==> config.mk <==
export PLATFORM = sky130hd
export DESIGN_NAME = add_bist
export DESIGN_NICKNAME = d
export VERILOG_FILES = /design/src/rtl/add_bist_pkg.sv /design/src/rtl/add_bist_lfsr_gen.sv /design/src/rtl/add_bist.sv
export SDC_FILE = /design/constraint.sdc
export NUM_CORES = 1
export LEC_CHECK = 0
export ABC_AREA = 1
export CAP_MARGIN = 0
export CORE_MARGIN = 3
export CORE_UTILIZATION = 50
export CTS_CLUSTER_SIZE = 10
export DETAILED_ROUTE_END_ITERATION = 6
export PLACE_DENSITY = 0.83
export SETUP_SLACK_MARGIN = 0.4
export SYNTH_ARGS = -nofsm -noshare
export SYNTH_HDL_FRONTEND = slang
export SYNTH_HIERARCHICAL = 1
export SYNTH_SLANG_ARGS = --single-unit
==> constraint.sdc <==
create_clock -name clk -period 6.5 [get_ports clk]
set_clock_uncertainty 0.15 [all_clocks]
set_input_delay 1.95 -clock clk [delete_from_list [all_inputs] [get_ports clk]]
set_output_delay 1.95 -clock clk [all_outputs]
set_load 0.01 [all_outputs]
==> src/rtl/add_bist_pkg.sv <==
// Shared types and constants for the adder self-test initiator.
// Directed operands are held at 64 bits and truncated to the instance width.
package add_bist_pkg;

  typedef enum logic [1:0] {
    IDLE  = 2'd0,
    ISSUE = 2'd1,
    DRAIN = 2'd2,
    DONE  = 2'd3
  } state_e;

  localparam int MAX_W   = 64;
  localparam int NUM_DIR = 4;

  localparam logic [7:0] DEF_TAPS = 8'hB8;

  // Truncation keeps MAX all-ones and the alternating pair complementary at any width.
  localparam logic [MAX_W-1:0] DIR_A [NUM_DIR] = '{
    64'h0000_0000_0000_0000,
    64'h0000_0000_0000_0001,
    64'hFFFF_FFFF_FFFF_FFFF,
    64'hAAAA_AAAA_AAAA_AAAA
  };

  localparam logic [MAX_W-1:0] DIR_B [NUM_DIR] = '{
    64'h0000_0000_0000_0000,
    64'h0000_0000_0000_0002,
    64'h0000_0000_0000_0001,
    64'h5555_5555_5555_5555
  };

endpackage

==> src/rtl/add_bist_lfsr_gen.sv <==
// Galois LFSR operand source; an all-zero seed is promoted to 1 so the
// register can never lock up.
module lfsr_gen #(
  parameter int               WIDTH = 8,
  parameter logic [WIDTH-1:0] TAPS  = WIDTH'(8'hB8)
) (
  input  logic             clk,
  input  logic             rst,
  input  logic             load,
  input  logic [WIDTH-1:0] seed,
  input  logic             step,
  output logic [WIDTH-1:0] q
);

  logic [WIDTH-1:0] q_q;
  logic [WIDTH-1:0] q_d;

  always_comb begin
    q_d = q_q;
    if (load) begin
      q_d = (seed == {WIDTH{1'b0}}) ? WIDTH'(1'b1) : seed;
    end else if (step) begin
      q_d = (q_q >> 1) ^ (q_q[0] ? TAPS : {WIDTH{1'b0}});
    end else begin
      q_d = q_q;
    end
  end

  always_ff @(posedge clk or posedge rst) begin
    if (rst) begin
      q_q <= {WIDTH{1'b0}};
    end else begin
      q_q <= q_d;
    end
  end

  assign q = q_q;

endmodule

==> src/rtl/add_bist.sv <==
// Self-test initiator for a registered adder: issues directed then LFSR
// operand pairs, checks returned sums against a delayed expected value.
module add_bist
  import add_bist_pkg::*;
#(
  parameter int               WIDTH = 8,
  parameter int               CNT_W = 16,
  parameter int               LAT   = 1,
  parameter logic [WIDTH-1:0] TAPS  = WIDTH'(DEF_TAPS)
) (
  input  logic             clk,
  input  logic             rst,
  input  logic             start,
  input  logic [CNT_W-1:0] num_vec,
  input  logic [WIDTH-1:0] seed,
  output logic [WIDTH-1:0] op_a,
  output logic [WIDTH-1:0] op_b,
  input  logic [WIDTH-1:0] sum_y,
  output logic             busy,
  output logic             done,
  output logic             pass,
  output logic [CNT_W-1:0] vec_cnt,
  output logic [CNT_W-1:0] err_cnt,
  output logic [WIDTH-1:0] fail_a,
  output logic [WIDTH-1:0] fail_b
);

  localparam int IDX_W = CNT_W + 1;
  localparam int DRN_W = $clog2(LAT + 1) + 1;

  typedef struct packed {
    logic             valid;
    logic [WIDTH-1:0] a;
    logic [WIDTH-1:0] b;
    logic [WIDTH-1:0] sum;
  } exp_entry_t;

  state_e               state_q, state_d;
  logic [IDX_W-1:0]     idx_q, idx_d;
  logic [DRN_W-1:0]     drain_q, drain_d;
  logic [CNT_W-1:0]     num_vec_q, num_vec_d;
  logic [WIDTH-1:0]     op_a_q, op_a_d, op_b_q, op_b_d;
  logic                 op_vld_q, op_vld_d;
  exp_entry_t [LAT-1:0] pipe_q, pipe_d;
  logic [CNT_W-1:0]     vec_cnt_q, vec_cnt_d, err_cnt_q, err_cnt_d;
  logic [WIDTH-1:0]     fail_a_q, fail_a_d, fail_b_q, fail_b_d;
  logic                 busy_q, busy_d, done_q, done_d, pass_q, pass_d;

  logic             run_start;
  logic             lfsr_step;
  logic [WIDTH-1:0] lfsr_a, lfsr_b, seed_b;
  logic [IDX_W-1:0] last_idx;
  exp_entry_t       tail;
  logic             chk;
  logic             mis;

  assign seed_b   = ~seed;
  assign last_idx = {1'b0, num_vec_q} + IDX_W'(NUM_DIR - 1);
  assign tail     = pipe_q[LAT-1];
  assign chk      = tail.valid;
  assign mis      = chk && (sum_y != tail.sum);

  lfsr_gen #(.WIDTH(WIDTH), .TAPS(TAPS)) u_lfsr_a (
    .clk  (clk),
    .rst  (rst),
    .load (run_start),
    .seed (seed),
    .step (lfsr_step),
    .q    (lfsr_a)
  );

  lfsr_gen #(.WIDTH(WIDTH), .TAPS(TAPS)) u_lfsr_b (
    .clk  (clk),
    .rst  (rst),
    .load (run_start),
    .seed (seed_b),
    .step (lfsr_step),
    .q    (lfsr_b)
  );

  // Operands are registered, so vector idx appears on op_a/op_b one cycle after ISSUE selects it.
  always_comb begin
    state_d   = state_q;
    idx_d     = idx_q;
    drain_d   = drain_q;
    num_vec_d = num_vec_q;
    op_a_d    = {WIDTH{1'b0}};
    op_b_d    = {WIDTH{1'b0}};
    op_vld_d  = 1'b0;
    run_start = 1'b0;
    lfsr_step = 1'b0;
    case (state_q)
      IDLE: begin
        if (start) begin
          run_start = 1'b1;
          num_vec_d = num_vec;
          idx_d     = {IDX_W{1'b0}};
          state_d   = ISSUE;
        end else begin
          state_d   = IDLE;
        end
      end
      ISSUE: begin
        op_vld_d = 1'b1;
        if (idx_q < IDX_W'(NUM_DIR)) begin
          op_a_d = DIR_A[idx_q[1:0]][WIDTH-1:0];
          op_b_d = DIR_B[idx_q[1:0]][WIDTH-1:0];
        end else begin
          op_a_d    = lfsr_a;
          op_b_d    = lfsr_b;
          lfsr_step = 1'b1;
        end
        if (idx_q == last_idx) begin
          drain_d = {DRN_W{1'b0}};
          state_d = DRAIN;
        end else begin
          idx_d   = idx_q + IDX_W'(1);
        end
      end
      // One extra drain cycle covers the operand register ahead of the adder.
      DRAIN: begin
        if (drain_q == DRN_W'(LAT)) begin
          state_d = DONE;
        end else begin
          drain_d = drain_q + DRN_W'(1);
        end
      end
      DONE: begin
        state_d = IDLE;
      end
      default: begin
        state_d = IDLE;
      end
    endcase
  end

  always_comb begin
    pipe_d          = pipe_q;
    pipe_d[0].valid = op_vld_q;
    pipe_d[0].a     = op_a_q;
    pipe_d[0].b     = op_b_q;
    pipe_d[0].sum   = op_a_q + op_b_q;
    for (int i = 1; i < LAT; i++) begin
      pipe_d[i] = pipe_q[i-1];
    end
  end

  always_comb begin
    vec_cnt_d = vec_cnt_q;
    err_cnt_d = err_cnt_q;
    fail_a_d  = fail_a_q;
    fail_b_d  = fail_b_q;
    if (run_start) begin
      vec_cnt_d = {CNT_W{1'b0}};
      err_cnt_d = {CNT_W{1'b0}};
      fail_a_d  = {WIDTH{1'b0}};
      fail_b_d  = {WIDTH{1'b0}};
    end else if (chk) begin
      if (vec_cnt_q != {CNT_W{1'b1}}) begin
        vec_cnt_d = vec_cnt_q + CNT_W'(1);
      end else begin
        vec_cnt_d = vec_cnt_q;
      end
      if (mis) begin
        if (err_cnt_q == {CNT_W{1'b0}}) begin
          fail_a_d = tail.a;
          fail_b_d = tail.b;
        end else begin
          fail_a_d = fail_a_q;
        end
        if (err_cnt_q != {CNT_W{1'b1}}) begin
          err_cnt_d = err_cnt_q + CNT_W'(1);
        end else begin
          err_cnt_d = err_cnt_q;
        end
      end else begin
        err_cnt_d = err_cnt_q;
      end
    end else begin
      vec_cnt_d = vec_cnt_q;
    end
  end

  // pass reflects the final count, which includes the compare landing in the same cycle.
  always_comb begin
    busy_d = (state_d != IDLE);
    done_d = (state_d == DONE);
    pass_d = pass_q;
    if (state_d == DONE) begin
      pass_d = (err_cnt_d == {CNT_W{1'b0}});
    end else if (run_start) begin
      pass_d = 1'b0;
    end else begin
      pass_d = pass_q;
    end
  end

  always_ff @(posedge clk or posedge rst) begin
    if (rst) begin
      state_q   <= IDLE;
      idx_q     <= {IDX_W{1'b0}};
      drain_q   <= {DRN_W{1'b0}};
      num_vec_q <= {CNT_W{1'b0}};
      op_a_q    <= {WIDTH{1'b0}};
      op_b_q    <= {WIDTH{1'b0}};
      op_vld_q  <= 1'b0;
      pipe_q    <= '0;
      vec_cnt_q <= {CNT_W{1'b0}};
      err_cnt_q <= {CNT_W{1'b0}};
      fail_a_q  <= {WIDTH{1'b0}};
      fail_b_q  <= {WIDTH{1'b0}};
      busy_q    <= 1'b0;
      done_q    <= 1'b0;
      pass_q    <= 1'b0;
    end else begin
      state_q   <= state_d;
      idx_q     <= idx_d;
      drain_q   <= drain_d;
      num_vec_q <= num_vec_d;
      op_a_q    <= op_a_d;
      op_b_q    <= op_b_d;
      op_vld_q  <= op_vld_d;
      pipe_q    <= pipe_d;
      vec_cnt_q <= vec_cnt_d;
      err_cnt_q <= err_cnt_d;
      fail_a_q  <= fail_a_d;
      fail_b_q  <= fail_b_d;
      busy_q    <= busy_d;
      done_q    <= done_d;
      pass_q    <= pass_d;
    end
  end

  assign op_a    = op_a_q;
  assign op_b    = op_b_q;
  assign busy    = busy_q;
  assign done    = done_q;
  assign pass    = pass_q;
  assign vec_cnt = vec_cnt_q;
  assign err_cnt = err_cnt_q;
  assign fail_a  = fail_a_q;
  assign fail_b  = fail_b_q;

endmodule

==> flow_summary.json, run 1 <==
{
  "worstPathArrival_ps": 4460,
  "crit_path_end_kind": "flip-flop",
  "worst_path_dominant_cell_family": "buffers and inverters",
  "final_hold_viol_count": 0,
  "yosys_warnings": 6,
  "grt_pass1_wl_um": 31500,
  "start_kind": "input port",
  "clkPwrFrac_pct": 48.9,
  "clock-sinks": 146,
  "yosys.cell_types.count": 45,
  "critPathBufInv": 2,
  "cts-buffers-inserted": 17,
  "crit_path_max_incr_delay_ps": 930,
  "synthTopCellsByArea": "dfrtp_1 (45%), nand2_1 (14%), nand3_1 (6.4%), inv_1 (5.5%), nor2_1 (4.8%)",
  "pwr-share-comb_pct": 2.6,
  "cts_max_level": 4,
  "initial_core_util_pct": 52.3,
  "rsz0062_at_grt": "false",
  "maxCapViolations": 0,
  "drc": 0,
  "antenna_left": 0,
  "p_leak_nw": 5.04,
  "ir_drop_v": 0.000257,
  "period_share_pct": 66.5,
  "layout_common_cells": "nand2_1 (309), dfrtp_1 (146), inv_1 (118)",
  "ys.flop_type": "dfrtp_1",
  "cts_root_buf": "clkbuf_16",
  "cts_resized": 0,
  "core_area_um2": 15500,
  "antenna_found_initial": 0,
  "synth.cell_area_um2": 8130,
  "cts_tree": "yes",
  "fin_ws_ps": 2170,
  "avgSynthCellArea_um2": 7.67,
  "clk_pin_slew_ps": 60,
  "yosysSeqAreaShare_pct": 45.0,
  "dr.pass1.iters": 5,
  "status": "completed",
  "synth_edf_count": 0,
  "placement_rows": 45,
  "fmax_ghz": 0.231,
  "tightestPinTransition_ps": 1050,
  "syn-num-nets": 1110,
  "cp.required_ps": 6630,
  "clkLatencyLatePin_ps": 420,
  "grt_pass1_vias": 6576,
  "critPathKind": "input port to flip-flop",
  "ys_async_sr_fraction_pct": 100,
  "ys_seq_elements": 146,
  "path_cells": "clkdlybuf4s50_1, nand2_4, inv_2, nor2_4, a22oi_1, o21ai_0",
  "first_iter_violations": 569,
  "synth_top_area_share_pct": 45.0,
  "num-nets-final": 1185,
  "dp_slack_ps": 1760,
  "track_usage_pct": 21.6,
  "finalSetupTns_ps": 0,
  "routed_wl_um": 18600,
  "antenna_cells": 0,
  "synth_cells": 1059,
  "dieArea_um2": 17800,
  "hpwl_um": 13200,
  "cts_setup_buffers": 0,
  "crit_path_max_fanout": 92,
  "wl_per_cell_um": 13.7,
  "routabilityCongestion": 0.939,
  "period_minus_slack_ps": 4330,
  "syn2layout_area_growth_pct": 19.2,
  "layout-drive-gt1-share_pct": 6.38,
  "die_x_um": 133,
  "dr_total_vias": 7069,
  "hold_buffers": 0,
  "clock_path_buffers": 2,
  "synth_top_cell_by_area": "dfrtp_1",
  "pwr_density_cell_nw_per_um2": 194,
  "intPower_mw": 1.48,
  "relSlewSlack_pct": 29.4,
  "layout_commonest_cell": "nand2_1",
  "p_sw_share_pct": 20.9,
  "setup_viol": 0,
  "maxSlewViolCount": 0,
  "grt_start_max_net_pins": 93,
  "p_total_mw": 1.87,
  "fp.dieH_um": 133,
  "holdWs_ps": 200,
  "avgViaCountPerCell": 5.21,
  "io_buffers": 101,
  "grt.overflow.total": 0,
  "p_seq_share_pct": 48.5,
  "worstHoldPathType": "flip-flop to flip-flop",
  "p_sw_mw": 0.391,
  "io_pins": 102,
  "crit_path_top_delay_cell": "inv_2"
}
## metal layers
layer / GRT usage [%] / vias up / part of all wire (%)
met3: 4.15 / 33 / 5.1
li1: - / 3489 / -
met4: 8.34 / 0 / 2.3
met1: 28.5 / 3314 / 44
met5: 0 / - / 0
met2: 35.6 / 233 / 49
## synth_stat cells (6+ instances only)
library cell,n
nor3_1,16
xor2_1,29
buf_2,10
ha_1,15
inv_2,6
nor2_2,7
a21oi_1,29
nor2_4,6
nor4_1,10
nand2_1,310
o21ai_0,29
nor2_1,104
nand2_2,6
inv_1,119
xnor2_1,17
nand3_1,104
buf_4,16
clkbuf_2,6
dfrtp_1,146
clkbuf_1,10
nand4_1,11
a22oi_1,8
nand3_2,10
## sequential cells by signal, summed over array words and instances (netlist names)
name and flops:
op_a 8, err_cnt 16, done 1, chk 1, pipe_q 24, op_b 8, state_q 2, fail_b 8
u_lfsr_b/q 8, op_vld_q 1, pass 1, u_lfsr_a/q 8, vec_cnt 16, idx_q 17, drain_q 2, fail_a 8
busy 1, num_vec_q 16
## kinds of logic after synthesis
family          Yosys count  synth area share, %
buf+inv                 176                 9.64
simple gates            592                 32.0
flops                   146                 45.0
compound gates           83                 5.84
fa+ha+maj                16                 2.56
xor+xnor                 46                 4.96
## power groups by stage
stage          logic [mW]  clock network (mW)  registers, mW
3_5_place_dp       0.0505                   0          0.925
4_1_cts            0.0507               0.933          0.909
5_1_grt            0.0556               0.974          0.909
2_1_floorplan      0.0198                   0          0.926
3_3_place_gp       0.0502                   0          0.925
6_report           0.0490               0.916          0.909
## stage by stage
stage,utilization [%],instance area [um2],std cells
6_report,62.3,9680,1356
5_1_grt,62.3,9680,1356
4_1_cts,62.3,9680,1356
3_5_place_dp,58.8,9130,1326
3_3_place_gp,58.8,9130,1326
2_1_floorplan,-,8130,1059
## final timing paths
| kind | slack (ps) | start | to | cells after the start |
|---|---|---|---|---|
| min in group asynchronous | 1770 | rst | u_lfsr_a/q[6]$_DFFE_PP0P_ | 2 |
| hold / removal | 200 | op_vld_q$_DFF_PP0_ | chk$_DFF_PP0_ | 0 |
| hold reg to reg | 200 | op_vld_q$_DFF_PP0_ | chk$_DFF_PP0_ | 0 |
| max in group asynchronous | 3210 | rst | pipe_q[14]$_DFF_PP0_ | 3 |
| setup reg to reg | 3480 | state_q[1]$_DFF_PP0_ | u_lfsr_a/q[4]$_DFFE_PP0P_ | 6 |
| setup / recovery | 2170 | start | u_lfsr_a/q[4]$_DFFE_PP0P_ | 6 |
## final cells by class
cell class,instances,area [um2]
clock buffers,22,474
clock inverters,8,78.8
fillers,1334,5860
inverters,128,483
multi-input cells,737,3700
flip-flops and latches,146,3650
well taps,211,264
repair buffers,104,1030
(Power assumes the default switching activity.)
==> inputs of run 2 (changes only) <==
--- a/config.mk
+++ b/config.mk
@@ -11,7 +11,7 @@
 export CORE_UTILIZATION = 50
 export CTS_CLUSTER_SIZE = 10
 export DETAILED_ROUTE_END_ITERATION = 6
-export PLACE_DENSITY = 0.83
+export PLACE_DENSITY = 0.86
 export SETUP_SLACK_MARGIN = 0.4
 export SYNTH_ARGS = -nofsm -noshare
 export SYNTH_HDL_FRONTEND = slang
==> constraint.sdc (replaced) <==
create_clock -name clk -period 3.5 [get_ports clk]
set_clock_uncertainty 0.15 [all_clocks]
set_input_delay 1.05 -clock clk [delete_from_list [all_inputs] [get_ports clk]]
set_output_delay 1.05 -clock clk [all_outputs]
set_load 0.01 [all_outputs]
==> run 2 against run 1 <==
Wire length grew 2.7%. Global-route usage is 0.45 points higher. Clock-buffer cell count fell by 4. Highest routed layer unchanged. Largest power group unchanged. Worst setup slack got worse by 1500 ps.
==> flow_summary.json, run 2 (same netlist as run 1, synthesis figures left out) <==
{
  "crit_path_max_fanout": 16,
  "status": "completed",
  "critPathKind": "input port to flip-flop",
  "grt_pass1_wl_um": 32100,
  "largest_reg_flops": 24,
  "setup_viol": 0,
  "routed_wl_um": 19100,
  "worstPathArrival_ps": 2950,
  "wl_per_cell_um": 14.0,
  "track_usage_pct": 22.1,
  "clk_pin_slew_ps": 70,
  "cts_setup_buffers": 0,
  "cts_max_level": 4,
  "pwr_density_cell_nw_per_um2": 362,
  "hpwl_um": 13900,
  "final_hold_viol_count": 0,
  "p_leak_nw": 5.07,
  "num-nets-final": 1191,
  "antenna_cells": 0,
  "layout-drive-gt1-share_pct": 7.12,
  "crit_path_end_kind": "flip-flop",
  "grt_pass1_vias": 6662,
  "fp.dieH_um": 133,
  "dp_slack_ps": 198,
  "syn2layout_area_growth_pct": 20.3,
  "clock_path_buffers": 2,
  "cts_root_buf": "clkbuf_16",
  "io_buffers": 101,
  "grt.overflow.total": 0,
  "p_total_mw": 3.54,
  "grt_start_max_net_pins": 131,
  "io_pins": 102,
  "maxCapViolations": 0,
  "layout_common_cells": "nand2_1 (308), dfrtp_1 (146), inv_1 (118)",
  "holdWs_ps": 202,
  "antenna_found_initial": 0,
  "avgViaCountPerCell": 5.26,
  "regMostFlops": "pipe_q",
  "layout_commonest_cell": "nand2_1",
  "placement_rows": 45,
  "dr.pass1.iters": 5,
  "dr_total_vias": 7169,
  "routabilityCongestion": 0.920,
  "initial_core_util_pct": 52.3,
  "relSlewSlack_pct": 53.2,
  "cts-buffers-inserted": 17,
  "maxSlewViolCount": 0,
  "rsz0062_at_grt": "false",
  "cp.required_ps": 3660,
  "ir_drop_v": 0.000351,
  "worstHoldPathType": "flip-flop to flip-flop",
  "drc": 0,
  "antenna_left": 0,
  "period_share_pct": 79.9,
  "dieArea_um2": 17800,
  "die_x_um": 133,
  "clock-sinks": 146,
  "cts_tree": "yes",
  "first_iter_violations": 625,
  "clkLatencyLatePin_ps": 420,
  "core_area_um2": 15500,
  "period_minus_slack_ps": 2800,
  "fmax_ghz": 0.357,
  "tightestPinTransition_ps": 701,
  "final_util_pct": 62.9,
  "fin_ws_ps": 702,
  "start_kind": "input port",
  "finalSetupTns_ps": 0,
  "top_regs": "pipe_q x24, idx_q x17"
}
==> run 2: cell count changes in the layout (fill, tap and decap cells not counted), sizes merged <==
cell      before  now
inv          126  125
clkinvlp       4    5
clkinv         5    8
bufinv         1    2
clkbuf        22   18
buf            3    9
==> run 2: routing by layer <==
metal	vias to the layer above	part of all wire, %	track usage (%)
met4	0	2.7	9.20
met1	3380	43	28.3
met3	46	5.1	4.08
met5	-	0	0
li1	3504	-	-
met2	239	50	37.0
==> run 2: through the flow <==
| step | cells | cell area [um2] |
|---|---|---|
| 2_1_floorplan | 1059 | 8130 |
| 3_3_place_gp | 1332 | 9200 |
| 3_5_place_dp | 1332 | 9200 |
| 4_1_cts | 1362 | 9780 |
| 5_1_grt | 1362 | 9780 |
| 6_report | 1362 | 9780 |
==> run 2: layout make-up <==
class	count	area [um2]
clock inverter	12	135
sequential	146	3650
tap	211	264
clock buffer	18	439
timing repair buffer	110	1100
multi-input combinational	737	3700
fill	1311	5760
inverter	128	484
==> run 2: report_power, final <==
part / switching (mW) / internal (mW) / leakage [nW]
registers: 0 / 1.69 / 1.87
logic: 0.0501 / 0.0410 / 2.94
clock network: 0.697 / 1.06 / 0.270
total: 0.747 / 2.79 / 5.07
==> run 2: final timing paths <==
kind | to | start | slack (ps) | depth (start not counted)
setup / recovery | fail_b[4]$_DFFE_PP0P_ | sum_y[0] | 700 | 13
hold / removal | chk$_DFF_PP0_ | op_vld_q$_DFF_PP0_ | 200 | 0
setup reg to reg | idx_q[6]$_DFFE_PP0P_ | num_vec_q[0]$_DFFE_PP0P_ | 820 | 16
hold reg to reg | chk$_DFF_PP0_ | op_vld_q$_DFF_PP0_ | 200 | 0
max in group asynchronous | idx_q[14]$_DFFE_PP0P_ | rst | 1570 | 3
min in group asynchronous | u_lfsr_b/q[1]$_DFFE_PP0P_ | rst | 850 | 2
==> run 2: what timing repair did <==
action / in CTS / in global routing
resized for setup: 0 / 1
hold buffers: 0 / 0
setup endpoints to repair: 0 / 1
==> run 2: worst max-delay path, cell delays in order <==
cell	delay (ps)
clkdlybuf4s50_1	480
inv_1	40
nand2_1	50
nand2_1	40
nor2_1	130
nand2_1	90
nor2_1	110
nor2_1	50
buf_4	180
nand4_2	100
nand2_1	350
nand3_1	190
nand2_1	90
==> inputs of run 3 (changes only) <==
--- a/config.mk
+++ b/config.mk
@@ -11,7 +11,7 @@
 export CORE_UTILIZATION = 50
 export CTS_CLUSTER_SIZE = 10
 export DETAILED_ROUTE_END_ITERATION = 6
-export PLACE_DENSITY = 0.86
+export PLACE_DENSITY = 0.83
 export SETUP_SLACK_MARGIN = 0.4
 export SYNTH_ARGS = -nofsm -noshare
 export SYNTH_HDL_FRONTEND = slang
==> constraint.sdc (replaced) <==
create_clock -name clk -period 2.9 [get_ports clk]
set_clock_uncertainty 0.15 [all_clocks]
set_input_delay 0.87 -clock clk [delete_from_list [all_inputs] [get_ports clk]]
set_output_delay 0.87 -clock clk [all_outputs]
set_load 0.01 [all_outputs]
==> run 3 against run 2 <==
Non-clock buffer count increased by 20. Hold slack improved by 4.1 ps. Via count increased by 0.56%. Design area increased by 3.8%. Cell count increased by 1.7%. Wire length increased by 1.9%. Critical endpoint is now err_cnt[12].
==> flow_summary.json, run 3 (same netlist as run 1, synthesis figures left out) <==
{
  "relSlewSlack_pct": 64.1,
  "n_fill_cell": 1284,
  "cp.required_ps": 1880,
  "period_minus_slack_ps": 2460,
  "num-nets-final": 1212,
  "worst-r2r-cell-count": 16,
  "maxCapViolations": 0,
  "cts-buffers-inserted": 17,
  "holdCritStartpoint": "op_vld_q$_DFF_PP0_",
  "syn2layout_area_growth_pct": 25.0,
  "fp.dieH_um": 133,
  "min_delay_path_depth": 0,
  "critPathKind": "flip-flop to primary output",
  "setup_viol": 0,
  "first_iter_violations": 592,
  "p_leak_nw": 5.34,
  "multiInputGateArea_um2": 3790,
  "layout-drive-gt1-share_pct": 10.8,
  "antenna_found_initial": 0,
  "placement_rows": 45,
  "layout_common_cells": "nand2_1 (306), dfrtp_1 (137), inv_1 (118)",
  "grtUsageMet1_pct": 27.3,
  "antenna_left": 0,
  "drc": 0,
  "r2r-start": "num_vec_q[0]$_DFFE_PP0P_",
  "hold_end": "chk$_DFF_PP0_",
  "grt_start_max_net_pins": 89,
  "grt_pass1_wl_um": 31200,
  "period_share_pct": 84.7,
  "placed_area_um2": 9270,
  "pwr_density_cell_nw_per_um2": 435,
  "fin_cells": 1385,
  "clock-sinks": 146,
  "regMostFlops": "pipe_q",
  "worstPathArrival_ps": 1440,
  "final_hold_viol_count": 0,
  "use_met2_pct": 36.3,
  "met3_usage_pct": 4.19,
  "status": "completed",
  "initial_core_util_pct": 52.3,
  "start_kind": "flip-flop",
  "tightestPinTransition_ps": 538,
  "clk_pin_slew_ps": 60,
  "hpwl_um": 13700,
  "clock_path_buffers": 2,
  "rr_endpoint": "idx_q[1]$_DFFE_PP0P_",
  "wl_per_cell_um": 14.1,
  "crit_path_top_delay_cell": "clkdlybuf4s50_1",
  "dieArea_um2": 17800,
  "critPathBufInv": 1,
  "final_area_um2": 10200,
  "dr_total_vias": 7209,
  "io_pins": 102,
  "path_cells": "clkdlybuf4s50_1",
  "routed_wl_um": 19500,
  "grt_pass1_vias": 6562,
  "crit_path_max_fanout": 6,
  "routabilityCongestion": 0.946,
  "cts_root_buf": "clkbuf_16",
  "dp_cells": 1340,
  "crit_path_end_kind": "primary output",
  "largest_reg_flops": 24,
  "worstHoldPathType": "flip-flop to flip-flop",
  "die_x_um": 133,
  "maxSlewViolCount": 0,
  "regArea_um2": 3660,
  "dr.pass1.iters": 6,
  "cts_max_level": 4,
  "cts_tree": "yes",
  "busiest_layer": "met2",
  "ir_drop_v": 0.000409,
  "grt.overflow.total": 0,
  "worstSetupPathDepth": 1,
  "rrSetupSlack_ps": 550,
  "worst_path_dominant_cell_family": "buffers and inverters",
  "crit_path_max_incr_delay_ps": 580,
  "antenna_cells": 0,
  "core_area_um2": 15500,
  "rsz0062_at_grt": "true",
  "fmax_ghz": 0.407,
  "top_regs": "pipe_q x24, idx_q x17",
  "clkLatencyLatePin_ps": 420,
  "io_buffers": 101,
  "p_total_mw": 4.42,
  "avgViaCountPerCell": 5.21,
  "track_usage_pct": 21.4,
  "layout_commonest_cell": "nand2_1"
}
-- run 3: changes by cell type in the layout (fill, tap and decap cells not counted), moves of 2 or more --
cell and delta:
dlymetal6s2s_1 +9, nand3_2 +7, nand2_1 -2, clkdlybuf4s50_1 -9, nand2_8 +2, dfrtp_1 -9, buf_4 +16, dfrtp_2 +9
nand3_1 -8, clkinv_1 -2, buf_12 +2, inv_6 +3
-- run 3: how the worst max path moves through the flow --
stage                                   startpoint                   end  slack [ps]
final                        err_cnt[12]$_DFF_PP0_           err_cnt[12]         440
after global routing      num_vec_q[0]$_DFFE_PP0P_  idx_q[1]$_DFFE_PP0P_         330
after CTS                     err_cnt[9]$_DFF_PP0_            err_cnt[9]         410
after detailed placement                  sum_y[0]      pass$_DFFE_PP0P_         -30
after global placement                    sum_y[0]      pass$_DFFE_PP0P_          40
after floorplan                                rst        busy$_DFF_PP0_         270
-- run 3: layer usage --
metal,part of all wire (%),vias to the layer above
met5,0,-
li1,-,3553
met2,49,251
met1,43,3361
met4,2.5,0
met3,5.3,44
-- run 3: final cells by class --
| type | count | share of cell area [%] |
|---|---|---|
| tap | 211 | 2.60 |
| inverter | 128 | 4.84 |
| timing repair buffer | 130 | 13.0 |
| multi-input combinational | 738 | 37.4 |
| sequential | 146 | 36.1 |
| clock inverter | 13 | 1.73 |
| clock buffer | 19 | 4.36 |
-- run 3: what timing repair did --
| item | CTS | global route |
|---|---|---|
| endpoints found under the hold margin | 0 | 0 |
| buffers inserted | 0 | 11 |
| cloned | 0 | 2 |
| gates resized for setup | 5 | 34 |
| endpoints found under the setup margin | 5 | 52 |
| pin swaps | 0 | 12 |
| hold buffers | 0 | 0 |
-- run 3: per-stage QoR --
stage | util, % | setup TNS (ps) | hold slack, ps | worst slack [ps]
after global routing | 65.3 | 0 | 211 | 333
after detailed placement | 59.7 | -30.0 | 193 | -30.0
after floorplan | - | 0 | 181 | 271
final | 65.3 | 0 | 207 | 443
after CTS | 63.8 | 0 | 206 | 407
after global placement | 59.7 | 0 | 185 | 37.8
-- run 3: power by group --
| group | internal, mW | switching [mW] |
|---|---|---|
| registers | 2.04 | 0 |
| logic | 0.0491 | 0.0612 |
| clock network | 1.40 | 0.874 |
| total | 3.48 | 0.935 |
